**config.mk**
```make
export PLATFORM = sky130hd
export DESIGN_NAME = spi_master_nch
export DESIGN_NICKNAME = d
export VERILOG_FILES = /design/src/rtl/spi_master_nch.sv
export SDC_FILE = /design/constraint.sdc
export NUM_CORES = 1
export LEC_CHECK = 0
export ABC_AREA = 1
export BUFFER_PORTS_ARGS = -buffer_cell sky130_fd_sc_hd__buf_2
export CAP_MARGIN = 0
export CORE_ASPECT_RATIO = 2
export CORE_MARGIN = 1.5
export CORE_UTILIZATION = 50
export CTS_BUF_LIST = sky130_fd_sc_hd__clkbuf_8
export DETAILED_ROUTE_END_ITERATION = 6
export GPL_TIMING_DRIVEN = 0
export PLACE_DENSITY_LB_ADDON = 0.1
export SYNTH_ARGS = -nofsm -noshare
export SYNTH_HDL_FRONTEND = slang
export SYNTH_SLANG_ARGS = --single-unit
```
**constraint.sdc**
```tcl
create_clock -name Clk -period 2.52 [get_ports Clk]
set_input_delay 0 -clock Clk [delete_from_list [all_inputs] [get_ports Clk]]
set_output_delay 0 -clock Clk [all_outputs]
set_load 0.01 [all_outputs]
```
**src/rtl/spi_master_nch.sv**
```systemverilog
// spi_master_nch
// ----------------------------------------------------------------------------
// SPI master with one MOSI stream and N_MISO parallel MISO streams, captured
// together each frame (for AD7264-style multi-output ADCs). Word width, MISO
// channel count and SCLK divider are parameters. All four CPOL/CPHA modes
// are supported.
//
// Optional feature (macro SPI_LSB_FIRST_EN):
//   When defined, the lsb_first input is added and latched on an accepted
//   start. With lsb_first=1 the word is sent bit 0 first, and the first
//   received bit lands in bit 0 of each rx_data channel. When the macro is
//   undefined the block is always MSB-first.
//
// Parameters:
//   DATA_W  - bits per frame per channel (>=2)
//   N_MISO  - number of parallel MISO inputs (>=1)
//   CLK_DIV - Clk cycles per SCLK half-period (>=1)
//
// Ports:
//   Clk        in   system clock
//   reset      in   asynchronous, active-high reset
//   start      in   frame request, sampled while busy=0
//   cpol       in   SCLK idle level, latched on an accepted start
//   cpha       in   0: sample on leading edge, 1: sample on trailing edge
//   tx_data    in   word to transmit, latched on an accepted start
//   lsb_first  in   (SPI_LSB_FIRST_EN only) bit order select
//   busy       out  frame in progress
//   done       out  one-cycle pulse at frame end
//   rx_data    out  channel k is in bits [k*DATA_W +: DATA_W]
//   SCLK       out  serial clock
//   MOSI       out  serial data out
//   MISO       in   serial data in, one bit per channel
//   SS         out  slave select, active low
//   dbg_state  out  current FSM state (IDLE=0 SETUP=1 SHIFT=2 HOLD=3 DONE=4)
//
// Host handshake: a frame is accepted on any rising Clk edge where start=1
// and busy=0 (the IDLE or DONE state). busy rises on that same edge. done is
// a single-cycle pulse, with busy=0, on the edge that enters DONE. rx_data
// changes only on that edge. A start while busy=1 is dropped and not queued.
// ----------------------------------------------------------------------------
module spi_master_nch #(
    parameter int DATA_W  = 16,
    parameter int N_MISO  = 2,
    parameter int CLK_DIV = 4
) (
    input  logic                       Clk,
    input  logic                       reset,
    input  logic                       start,
    input  logic                       cpol,
    input  logic                       cpha,
    input  logic [DATA_W-1:0]          tx_data,
`ifdef SPI_LSB_FIRST_EN
    input  logic                       lsb_first,
`endif
    output logic                       busy,
    output logic                       done,
    output logic [N_MISO*DATA_W-1:0]   rx_data,
    output logic                       SCLK,
    output logic                       MOSI,
    input  logic [N_MISO-1:0]          MISO,
    output logic                       SS,
    output logic [2:0]                 dbg_state
);

    localparam int CNT_W  = (CLK_DIV > 1) ? $clog2(CLK_DIV) : 1;
    localparam int EDGE_W = $clog2(2 * DATA_W);

    typedef enum logic [2:0] {
        S_IDLE  = 3'd0,
        S_SETUP = 3'd1,
        S_SHIFT = 3'd2,
        S_HOLD  = 3'd3,
        S_DONE  = 3'd4
    } state_t;

    state_t              state_q;
    logic [CNT_W-1:0]    cnt_q;       // half-period counter
    logic [EDGE_W-1:0]   edge_q;      // SCLK edges already produced this frame
    logic [DATA_W-1:0]   tx_sh_q;
    logic [DATA_W-1:0]   rx_sh_q [N_MISO];
    logic [N_MISO*DATA_W-1:0] rx_data_q;
    logic                cpol_q;
    logic                cpha_q;
    logic                lsb_q;
    logic                sclk_q;
    logic                mosi_q;
    logic                ss_q;
    logic                busy_q;
    logic                done_q;

    logic                lsb_in;
    logic [DATA_W-1:0]   tx_load;
    logic                half_end;
    logic                lead_edge;
    logic                last_edge;
    logic                sample_edge;

`ifdef SPI_LSB_FIRST_EN
    assign lsb_in = lsb_first;
`else
    assign lsb_in = 1'b0;
`endif

    function automatic logic [DATA_W-1:0] bit_rev(input logic [DATA_W-1:0] v);
        logic [DATA_W-1:0] r;
        for (int i = 0; i < DATA_W; i++) begin
            r[i] = v[DATA_W-1-i];
        end
        return r;
    endfunction

    // LSB-first is handled by reversing the word once on load and once on
    // completion. The shifters themselves always run MSB-first.
    assign tx_load     = lsb_in ? bit_rev(tx_data) : tx_data;
    assign half_end    = (cnt_q == CNT_W'(CLK_DIV - 1));
    // The edge about to happen is edge_q+1. Odd-numbered edges are leading.
    assign lead_edge   = ~edge_q[0];
    assign last_edge   = (edge_q == EDGE_W'(2 * DATA_W - 1));
    assign sample_edge = lead_edge ^ cpha_q;

    always_ff @(posedge Clk or posedge reset) begin
        if (reset) begin
            state_q   <= S_IDLE;
            cnt_q     <= '0;
            edge_q    <= '0;
            tx_sh_q   <= '0;
            for (int k = 0; k < N_MISO; k++) begin
                rx_sh_q[k] <= '0;
            end
            rx_data_q <= '0;
            cpol_q    <= 1'b0;
            cpha_q    <= 1'b0;
            lsb_q     <= 1'b0;
            sclk_q    <= 1'b0;
            mosi_q    <= 1'b0;
            ss_q      <= 1'b1;
            busy_q    <= 1'b0;
            done_q    <= 1'b0;
        end else begin
            done_q <= 1'b0;
            case (state_q)
                S_IDLE, S_DONE: begin
                    ss_q   <= 1'b1;
                    busy_q <= 1'b0;
                    sclk_q <= cpol_q;
                    state_q <= S_IDLE;
                    if (start) begin
                        state_q <= S_SETUP;
                        ss_q    <= 1'b0;
                        busy_q  <= 1'b1;
                        cnt_q   <= '0;
                        edge_q  <= '0;
                        cpol_q  <= cpol;
                        cpha_q  <= cpha;
                        lsb_q   <= lsb_in;
                        sclk_q  <= cpol;
                        tx_sh_q <= tx_load;
                        // First bit is valid for the whole SETUP phase.
                        mosi_q  <= tx_load[DATA_W-1];
                    end
                end

                S_SETUP: begin
                    if (half_end) begin
                        cnt_q   <= '0;
                        state_q <= S_SHIFT;
                    end else begin
                        cnt_q <= cnt_q + 1'b1;
                    end
                end

                S_SHIFT: begin
                    if (half_end) begin
                        cnt_q  <= '0;
                        sclk_q <= ~sclk_q;
                        edge_q <= edge_q + 1'b1;
                        if (sample_edge) begin
                            for (int k = 0; k < N_MISO; k++) begin
                                rx_sh_q[k] <= {rx_sh_q[k][DATA_W-2:0], MISO[k]};
                            end
                        end else if (!last_edge) begin
                            // cpha=1 re-drives the current MSB on each leading
                            // edge. cpha=0 advances to the next bit on each
                            // trailing edge.
                            mosi_q  <= cpha_q ? tx_sh_q[DATA_W-1] : tx_sh_q[DATA_W-2];
                            tx_sh_q <= tx_sh_q << 1;
                        end
                        if (last_edge) begin
                            state_q <= S_HOLD;
                        end
                    end else begin
                        cnt_q <= cnt_q + 1'b1;
                    end
                end

                S_HOLD: begin
                    if (half_end) begin
                        cnt_q   <= '0;
                        state_q <= S_DONE;
                        ss_q    <= 1'b1;
                        busy_q  <= 1'b0;
                        done_q  <= 1'b1;
                        for (int k = 0; k < N_MISO; k++) begin
                            rx_data_q[k*DATA_W +: DATA_W] <=
                                lsb_q ? bit_rev(rx_sh_q[k]) : rx_sh_q[k];
                        end
                    end else begin
                        cnt_q <= cnt_q + 1'b1;
                    end
                end

                default: begin
                    state_q <= S_IDLE;
                end
            endcase
        end
    end

    assign busy      = busy_q;
    assign done      = done_q;
    assign rx_data   = rx_data_q;
    assign SCLK      = sclk_q;
    assign MOSI      = mosi_q;
    assign SS        = ss_q;
    assign dbg_state = state_q;

endmodule
```
==> impl_results.rst, run 1 <==
.. list-table::
   :header-rows: 1

   * - Metric
     - Value
   * - Warnings from Yosys
     - 0
   * - Worst Tran Pin Value
     - 0.616 ns
   * - Critical Path Most Common Cell
     - sky130_fd_sc_hd__nand2_1
   * - Total DRC errors in the routed layout
     - 0
   * - Area of all placed cells without fillers
     - 0.00522 mm²
   * - Overall Power
     - 2.60 mW
   * - Setup repair after global routing missed its margin
     - no
   * - Final cell count without fillers
     - 676
   * - Crit-path max FO
     - 10
   * - Power share of the clock group
     - 35.7%
   * - Fin nets
     - 597
   * - FP Rows
     - 48
   * - Cells on worst reg2reg path
     - 11
   * - Data arrival time of the critical path
     - 2.14 ns
   * - Share of the cycle needed by the critical path after routing
     - 74.4%
   * - Worst path required time
     - 2.79 ns
   * - Clock tree from TritonCTS
     - built
   * - Cells traversed along the worst timing path
     - ha_1 > nand2_1 > nor2_1 > ha_1 > inv_1 > nand3_1 > nand2_2 > nand2_4 > buf_6 > nand2_1 > nand2_1
   * - Status
     - finished, final reports clean
   * - RR Startpoint
     - edge_q[0]$_DFFE_PP0P_
   * - Final setup slack of the worst path
     - 0.645 ns
   * - Drt via density
     - 5.02
   * - Clock network latency to the later pin of the worst-skew pair
     - 0.37 ns
   * - DR vias
     - 3395
   * - #FFs+latches synth
     - 97
   * - Final GP Congestion
     - 0.802
   * - Buffers inserted during post-CTS setup optimization
     - 0
   * - Largest net degree at the start of global routing
     - 39
   * - Iteration count of the initial detailed-routing pass
     - 5
   * - Inserted Diodes
     - 0
   * - Number of antenna violations at the first check in global routing
     - 0
   * - Static leakage
     - 2.77 nW
   * - Origin of the worst min-delay path
     - cpol
   * - Worst-case clock buffer depth
     - 2
   * - Crit path to
     - tx_sh_q[3]$_DFFE_PP0P_
   * - Worst reg2reg endpoint
     - tx_sh_q[3]$_DFFE_PP0P_
   * - Estimated wirelength of the detail-placed design
     - 6640 µm
   * - Count of unique library cells instantiated by Yosys
     - 27
   * - Die height
     - 135 µm
   * - Startpoint kind of the worst setup timing path
     - flop
   * - Max Slew Vio Count
     - 0
   * - Internal power
     - 1.99 mW
   * - Power spent charging and discharging nets
     - 610 µW
   * - Syn_nets
     - 501
   * - Starting utilization of the core area
     - 51.1%
   * - Gate count of the mapped netlist
     - 475
   * - Wire length of the first global-routing pass
     - 15800 µm
   * - Wire length after detailed routing
     - 9190 µm
   * - Setup slack, reg-to-reg
     - 0.64 ns
   * - Number of global-route vias before repair
     - 3473
   * - DP Area
     - 0.00484 mm²
   * - Clock tree skew after final layout
     - 0.0105 ns
   * - Power density over the cells
     - 499 mW/mm²
   * - Worst slew margin
     - 58.8%
   * - Die ar.
     - 0.00932 mm²
   * - Maximum clock frequency
     - 533 MHz
   * - Worst slack at placement
     - 0.634 ns
   * - Die X-Extent
     - 69.0 µm
   * - Final ANT Viol Nets
     - 0
   * - I/O pin count
     - 63
   * - Register clock-pin slew on the reported worst setup and hold paths
     - 0.09 ns
   * - H-tree Lvls
     - 3
   * - Library cell contributing the largest single delay on the critical path
     - sky130_fd_sc_hd__dfrtp_1
   * - Worst setup EP type
     - flop
   * - Reported max-cap violation count
     - 0
   * - Mapped Area
     - 0.00436 mm²
   * - Post-Place Cells
     - 639
   * - Final-layout setup total negative slack
     - 0 ns
   * - Tightest hold margin
     - 0.0310 ns
   * - Path type of the worst setup path
     - flop to flop
   * - Grt total ovfl
     - 0
   * - Number of buffers created by CTS
     - 9
   * - Worst setup path start
     - edge_q[0]$_DFFE_PP0P_
   * - P&R area growth vs syn
     - 19.8%
   * - Share of power burned in registers
     - 60.3%
   * - Hold_buf cts
     - 21
   * - Synthesized area per cell
     - 9.17 µm²
   * - Master cell of the clock root buffer
     - sky130_fd_sc_hd__clkbuf_8
   * - Area of the placeable core
     - 0.00853 mm²
   * - Endpoints failing hold
     - 0
   * - Final setup vio count
     - 0
   * - Count of buffers inserted at the top-level ports
     - 62
   * - Number of violations reported at the end of detailed-routing iteration 0
     - 175
   * - Number of resized instances in the post-cts repair step
     - 0
   * - Switching part of the total power
     - 23.5%
   * - Combinational Power Share
     - 4.0%
   * - Min Clock Period, post-route
     - 1.88 ns
   * - Sequential-to-total area share from yosys stat
     - 55.7%
   * - Post-layout utilization of the core
     - 61.2%
   * - Global Route Usage Sum
     - 21.3%
   * - Per-cell routed wire length
     - 13.6 µm
   * - Path category of the worst min-delay check
     - input port to flop
   * - Maximum cell stage delay along the critical path
     - 0.46 ns
   * - Num Clock Sinks
     - 97
   * - Share of cells above drive strength 1
     - 27.8%
   * - IR Drop Worst-Case VDD
     - 0.000353 V
-- cells in the final DEF, fill, tap and decap left out, types with 3 or more instances in the layout --
cell                            netlist  final
sky130_fd_sc_hd__dlygate4sd3_1        0     21
sky130_fd_sc_hd__ha_1                 3      3
sky130_fd_sc_hd__buf_6               11     11
sky130_fd_sc_hd__nand2_2             21     21
sky130_fd_sc_hd__clkbuf_8             0     10
sky130_fd_sc_hd__clkinvlp_4           0      3
sky130_fd_sc_hd__inv_1               44     45
sky130_fd_sc_hd__o21ai_1             10     10
sky130_fd_sc_hd__nand2_1            159    159
sky130_fd_sc_hd__nand3_1             41     41
sky130_fd_sc_hd__nor2_1               7      7
sky130_fd_sc_hd__buf_4                3      3
sky130_fd_sc_hd__buf_2                5     67
sky130_fd_sc_hd__dfrtp_1             96     96
sky130_fd_sc_hd__o21ai_2             30     30
sky130_fd_sc_hd__o21ai_0             28     28
-- kinds of logic after synthesis --
logic type      share of synthesized area, %
compound gates                          10.5
fa+ha+maj                              0.861
buf+inv                                 8.21
flops                                   55.7
simple gates                            24.7
-- power groups by stage --
stage          Combinational, mW  Clock, mW  Sequential [mW]
6_report                   0.104      0.928             1.57
4_1_cts                    0.106      0.948             1.57
2_1_floorplan             0.0429          0             1.60
3_3_place_gp              0.0728          0             1.60
5_1_grt                    0.118       1.01             1.57
3_5_place_dp              0.0815          0             1.60
-- cell usage after synthesis --
cell | number | area, µm²
sky130_fd_sc_hd__inv_2 | 2 | 7.51
sky130_fd_sc_hd__nand4_1 | 2 | 12.5
sky130_fd_sc_hd__nand3_1 | 41 | 205
sky130_fd_sc_hd__nand3_4 | 1 | 17.5
sky130_fd_sc_hd__nor3_1 | 1 | 5.00
sky130_fd_sc_hd__clkbuf_1 | 2 | 7.51
sky130_fd_sc_hd__nor2_4 | 1 | 11.3
sky130_fd_sc_hd__inv_4 | 1 | 6.26
sky130_fd_sc_hd__inv_1 | 44 | 165
sky130_fd_sc_hd__dfstp_2 | 1 | 26.3
sky130_fd_sc_hd__buf_2 | 5 | 25.0
sky130_fd_sc_hd__nand2_1 | 159 | 597
sky130_fd_sc_hd__nor2_8 | 1 | 20.0
sky130_fd_sc_hd__dfrtp_1 | 96 | 2400
sky130_fd_sc_hd__o21ai_2 | 30 | 263
sky130_fd_sc_hd__o21ai_1 | 10 | 50.1
sky130_fd_sc_hd__a21oi_1 | 1 | 5.00
sky130_fd_sc_hd__nand4_2 | 1 | 12.5
sky130_fd_sc_hd__nor2_1 | 7 | 26.3
sky130_fd_sc_hd__ha_1 | 3 | 37.5
sky130_fd_sc_hd__nand2_4 | 1 | 11.3
sky130_fd_sc_hd__nand2_8 | 1 | 20.0
sky130_fd_sc_hd__buf_6 | 11 | 124
sky130_fd_sc_hd__nor2_2 | 1 | 6.26
sky130_fd_sc_hd__buf_4 | 3 | 22.5
sky130_fd_sc_hd__o21ai_0 | 28 | 140
sky130_fd_sc_hd__nand2_2 | 21 | 131
-- state kept, by name (all words and copies together) (netlist names), 2 cells and up --
register	count
dbg_state	3
cnt_q	2
tx_sh_q	16
rx_sh_q	32
rx_data	32
edge_q	5
-- per-layer routing --
layer / GRT usage [%] / wire length, µm / part of all wire [%]
met1: 22.5 / 3550 / 39
met2: 40.5 / 5200 / 57
met3: 2.76 / 220 / 2.4
met4: 10.8 / 223 / 2.4
met5: 0 / 0 / 0
-- critical path, delay by kind of cell (launching register included) --
family | cells | cell delay (ns)
adder cells (fa/ha/maj) | 2 | 0.42
buffers and inverters | 2 | 0.24
flip-flops | 1 | 0.46
AND/OR/NAND/NOR | 7 | 0.64
-- cell type report --
cell class	count	area (µm²)
tap	100	125
buffer	21	179
sequential	97	2430
fill	769	3310
inverter	47	183
multi-input combinational	310	1570
clock inverter	6	36.3
clock buffer	10	138
timing repair buffer	85	561
-- how the worst min path moves through the flow --
stage | to | cells after the start
2_1_floorplan | tx_sh_q[0]$_DFFE_PP0P_ | 2
3_3_place_gp | tx_sh_q[0]$_DFFE_PP0P_ | 3
3_5_place_dp | rx_data[9]$_DFFE_PP0P_ | 2
4_1_cts | cpol_q$_DFFE_PP0P_ | 5
5_1_grt | cpol_q$_DFFE_PP0P_ | 5
6_report | cpol_q$_DFFE_PP0P_ | 5
(Power assumes the default switching activity.)
==> run 2: changes to the inputs <==
--- a/config.mk
+++ b/config.mk
@@ -5,7 +5,7 @@
 export SDC_FILE = /design/constraint.sdc
 export NUM_CORES = 1
 export LEC_CHECK = 0
-export ABC_AREA = 1
+export ABC_AREA = 0
 export BUFFER_PORTS_ARGS = -buffer_cell sky130_fd_sc_hd__buf_2
 export CAP_MARGIN = 0
 export CORE_ASPECT_RATIO = 2
==> constraint.sdc (replaced) <==
create_clock -name Clk -period 1.6 [get_ports Clk]
set_input_delay 0 -clock Clk [delete_from_list [all_inputs] [get_ports Clk]]
set_output_delay 0 -clock Clk [all_outputs]
set_load 0.01 [all_outputs]
==> run 2 against run 1 <==
Compared with the run above: critical path type unchanged; critical endpoint is now MOSI$_DFFE_PP0P_; the run now ends with negative setup slack left; maximum frequency fell by 13%; via count is 15% lower; setup slack worse by 1.2 ns; sequential power is 110% higher; first-iteration DRC count down 9.7%; core utilization grew 5.8 points; cell area up 0.43%; worst hold slack improved by 0.018 ns; area after synthesis down 8.1%; clock skew fell by 0.00062 ns; synthesized cell count down 24%.
==> impl_results.rst, run 2 <==
.. list-table::
   :header-rows: 1

   * - Metric
     - Value
   * - Status
     - finished, violations left
   * - Failing checks
     - negative setup slack
   * - Max Slew Vio Count
     - 0
   * - Final cell count without fillers
     - 572
   * - Estimated wirelength of the detail-placed design
     - 5350 µm
   * - Number of violations reported at the end of detailed-routing iteration 0
     - 158
   * - Post-Place Cells
     - 519
   * - Num Clock Sinks
     - 97
   * - Die X-Extent
     - 66.3 µm
   * - Worst setup path start
     - edge_q[1]$_DFFE_PP0P_
   * - Worst reg2reg endpoint
     - MOSI$_DFFE_PP0P_
   * - I/O pin count
     - 63
   * - Reported max-cap violation count
     - 0
   * - Register clock-pin slew on the reported worst setup and hold paths
     - 0.09 ns
   * - Endpoints failing hold
     - 0
   * - Post-synth top cells
     - sky130_fd_sc_hd__nand2_1 (109), sky130_fd_sc_hd__dfrtp_1 (96), sky130_fd_sc_hd__mux2_2 (34)
   * - Switching part of the total power
     - 32.5%
   * - Share of cells above drive strength 1
     - 35.5%
   * - Async set-or-reset flop fraction in the synthesized netlist
     - 100%
   * - Final ANT Viol Nets
     - 0
   * - Post-synth top area share
     - 60.0%
   * - Worst slew margin
     - 43.4%
   * - Worst setup EP type
     - flop
   * - Total DRC errors in the routed layout
     - 0
   * - Sequential-to-total area share from yosys stat
     - 60.6%
   * - Final setup slack of the worst path
     - -0.547 ns
   * - P&R area growth vs syn
     - 30.9%
   * - Count of buffers inserted at the top-level ports
     - 62
   * - Fill cells
     - 619
   * - Startpoint kind of the worst setup timing path
     - flop
   * - Iteration count of the initial detailed-routing pass
     - 5
   * - Static leakage
     - 2.82 nW
   * - Worst path required time
     - 1.86 ns
   * - Data arrival time of the critical path
     - 2.40 ns
   * - Master cell of the clock root buffer
     - sky130_fd_sc_hd__clkbuf_8
   * - Final GP Congestion
     - 0.758
   * - Worst-case clock buffer depth
     - 2
   * - Setup repair after global routing missed its margin
     - yes
   * - Clock tree from TritonCTS
     - built
   * - Drt via density
     - 5.06
   * - Share of power burned in registers
     - 43.4%
   * - Warnings from Yosys
     - 0
   * - Number of global-route vias before repair
     - 2847
   * - Number of antenna violations at the first check in global routing
     - 0
   * - RR Startpoint
     - edge_q[1]$_DFFE_PP0P_
   * - Die height
     - 130 µm
   * - IR Drop Worst-Case VDD
     - 0.000955 V
   * - Worst Tran Pin Value
     - 0.847 ns
   * - Per-cell routed wire length
     - 14.2 µm
   * - DR vias
     - 2893
   * - Setup slack, reg-to-reg
     - -0.55 ns
   * - Maximum clock frequency
     - 466 MHz
   * - Die ar.
     - 0.00859 mm²
   * - Gate count of the mapped netlist
     - 359
   * - Commonest cells after routing, fill and taps aside
     - sky130_fd_sc_hd__nand2_1 (108), sky130_fd_sc_hd__dfrtp_1 (95), sky130_fd_sc_hd__buf_2 (65)
   * - Inserted Diodes
     - 0
   * - Mapped Area
     - 0.00401 mm²
   * - Internal power
     - 5.15 mW
   * - Power share of the clock group
     - 22.7%
   * - Count of unique library cells instantiated by Yosys
     - 34
   * - Wire length after detailed routing
     - 8110 µm
   * - Global Route Usage Sum
     - 20.6%
   * - Clock network latency to the later pin of the worst-skew pair
     - 0.37 ns
   * - Crit-path max FO
     - 6
   * - Cell type with the highest aggregate area in the netlist
     - sky130_fd_sc_hd__dfrtp_1
   * - Min Clock Period, post-route
     - 2.15 ns
   * - Cells on worst reg2reg path
     - 8
   * - #FFs+latches synth
     - 97
   * - Synthesized area per cell
     - 11.2 µm²
   * - Footprint of the flip-flops and latches
     - 0.00243 mm²
   * - Largest net degree at the start of global routing
     - 40
   * - FP Rows
     - 46
   * - Grt total ovfl
     - 0
   * - Combinational Power Share
     - 33.9%
   * - Path category of the worst min-delay check
     - input port to flop
   * - Fin nets
     - 497
   * - Crit path to
     - MOSI$_DFFE_PP0P_
   * - Final setup vio count
     - 82
   * - Power spent charging and discharging nets
     - 2.48 mW
   * - Area of the placeable core
     - 0.00783 mm²
   * - Starting utilization of the core area
     - 51.2%
   * - Post-layout utilization of the core
     - 67.0%
   * - Syn_nets
     - 385
   * - Area used by multi-input combinational logic
     - 0.00154 mm²
   * - Most used flip-flop cell after synthesis
     - sky130_fd_sc_hd__dfrtp_1
   * - Number of buffers created by CTS
     - 9
   * - Leading cell type by number of instances after synthesis
     - sky130_fd_sc_hd__nand2_1
   * - H-tree Lvls
     - 3
   * - Power density over the cells
     - 1450 mW/mm²
   * - Path type of the worst setup path
     - flop to flop
   * - Share of the cycle needed by the critical path after routing
     - 134%
   * - Leading cell type in the layout, fill and taps excluded
     - sky130_fd_sc_hd__nand2_1
   * - Number of enable flip-flop cells after synthesis
     - 0
   * - Clock tree skew after final layout
     - 0.00991 ns
   * - Wire length of the first global-routing pass
     - 13500 µm
   * - Cell types occupying the most area after synthesis
     - sky130_fd_sc_hd__dfrtp_1 (60%), sky130_fd_sc_hd__nand2_1 (10%), sky130_fd_sc_hd__mux2_2 (9.6%)
run 2: cell count changes after synthesis, moves of 3 or more:
| cell | before | now |
|---|---|---|
| sky130_fd_sc_hd__buf_1 | 0 | 3 |
| sky130_fd_sc_hd__buf_4 | 3 | 0 |
| sky130_fd_sc_hd__buf_6 | 11 | 4 |
| sky130_fd_sc_hd__clkbuf_1 | 2 | 8 |
| sky130_fd_sc_hd__inv_1 | 44 | 7 |
| sky130_fd_sc_hd__mux2_2 | 0 | 34 |
| sky130_fd_sc_hd__mux2i_1 | 0 | 18 |
| sky130_fd_sc_hd__nand2_1 | 159 | 109 |
| sky130_fd_sc_hd__nand2_2 | 21 | 0 |
| sky130_fd_sc_hd__nand3_1 | 41 | 5 |
| sky130_fd_sc_hd__nor2_1 | 7 | 3 |
| sky130_fd_sc_hd__o21ai_2 | 30 | 0 |
run 2: cell families after synthesis:
logic type      share of synthesized area (%)
buf+inv                                  3.44
compound gates                           6.87
flops                                    60.6
mux                                      14.4
fa+ha+maj                               0.937
xor+xnor                                0.656
simple gates                             13.1
run 2: final cells by class:
type	instances	share of cell area, %
flip-flops and latches	97	46.3
multi-input cells	235	29.4
repair buffers	101	14.1
plain buffers	20	3.08
clock buffers	10	2.62
well taps	96	2.29
clock inverters	6	1.57
inverters	7	0.573
run 2: metrics by stage:
step	hold slack, ns	TNS (ns)	setup WS, ns	area [µm²]	total power [mW]
after CTS	0.0293	-18.21	-0.546	5210	7.58
after global placement	0.234	-32.01	-0.573	4520	5.36
after floorplan	0.0866	-7.56	-0.504	4090	4.87
final	0.0492	-19.99	-0.547	5240	7.63
after global routing	0.0750	-30.32	-0.594	5240	8.09
after detailed placement	0.209	-22.37	-0.617	4560	5.48
run 2: repair_timing:
action,in CTS,in global routing
pin swaps,4,2
hold endpoints to repair,57,0
setup buffers,11,2
setup endpoints to repair,83,87
hold buffers,21,0
gates cloned,3,0
resized for setup,20,15
run 2: worst min path at each step:
stage / start / end / cells past startpoint
finish: tx_data[15] / MOSI$_DFFE_PP0P_ / 4
global route: tx_data[15] / MOSI$_DFFE_PP0P_ / 4
CTS: tx_data[15] / MOSI$_DFFE_PP0P_ / 4
detailed placement: reset / rx_data[28]$_DFFE_PP0P_ / 2
global placement: MISO[1] / rx_sh_q[0]$_DFFE_PP0P_ / 2
floorplan: start / edge_q[3]$_DFFE_PP0P_ / 1
run 2: metal layers:
metal / track usage, % / share of wire, %
met5: 0 / 0
met4: 9.12 / 1.8
met3: 3.13 / 3.2
met2: 32.7 / 51
met1: 28.0 / 44
run 2: power by group through the flow:
| stage | clock network (mW) | logic [mW] | registers, mW |
|---|---|---|---|
| 2_1_floorplan | 0 | 1.49 | 3.37 |
| 3_3_place_gp | 0 | 2.02 | 3.34 |
| 3_5_place_dp | 0 | 2.12 | 3.36 |
| 4_1_cts | 1.77 | 2.50 | 3.31 |
| 5_1_grt | 1.86 | 2.85 | 3.38 |
| 6_report | 1.73 | 2.58 | 3.31 |
run 2: critical path, stage by stage (launching register included):
cell and delay, ns:
sky130_fd_sc_hd__dfrtp_1 0.41, sky130_fd_sc_hd__ha_2 0.19, sky130_fd_sc_hd__and3_4 0.18, sky130_fd_sc_hd__ha_4 0.15, sky130_fd_sc_hd__nand2b_4 0.13, sky130_fd_sc_hd__o32a_4 0.32
sky130_fd_sc_hd__or2_1 0.23, sky130_fd_sc_hd__buf_6 0.14, sky130_fd_sc_hd__mux2_4 0.29
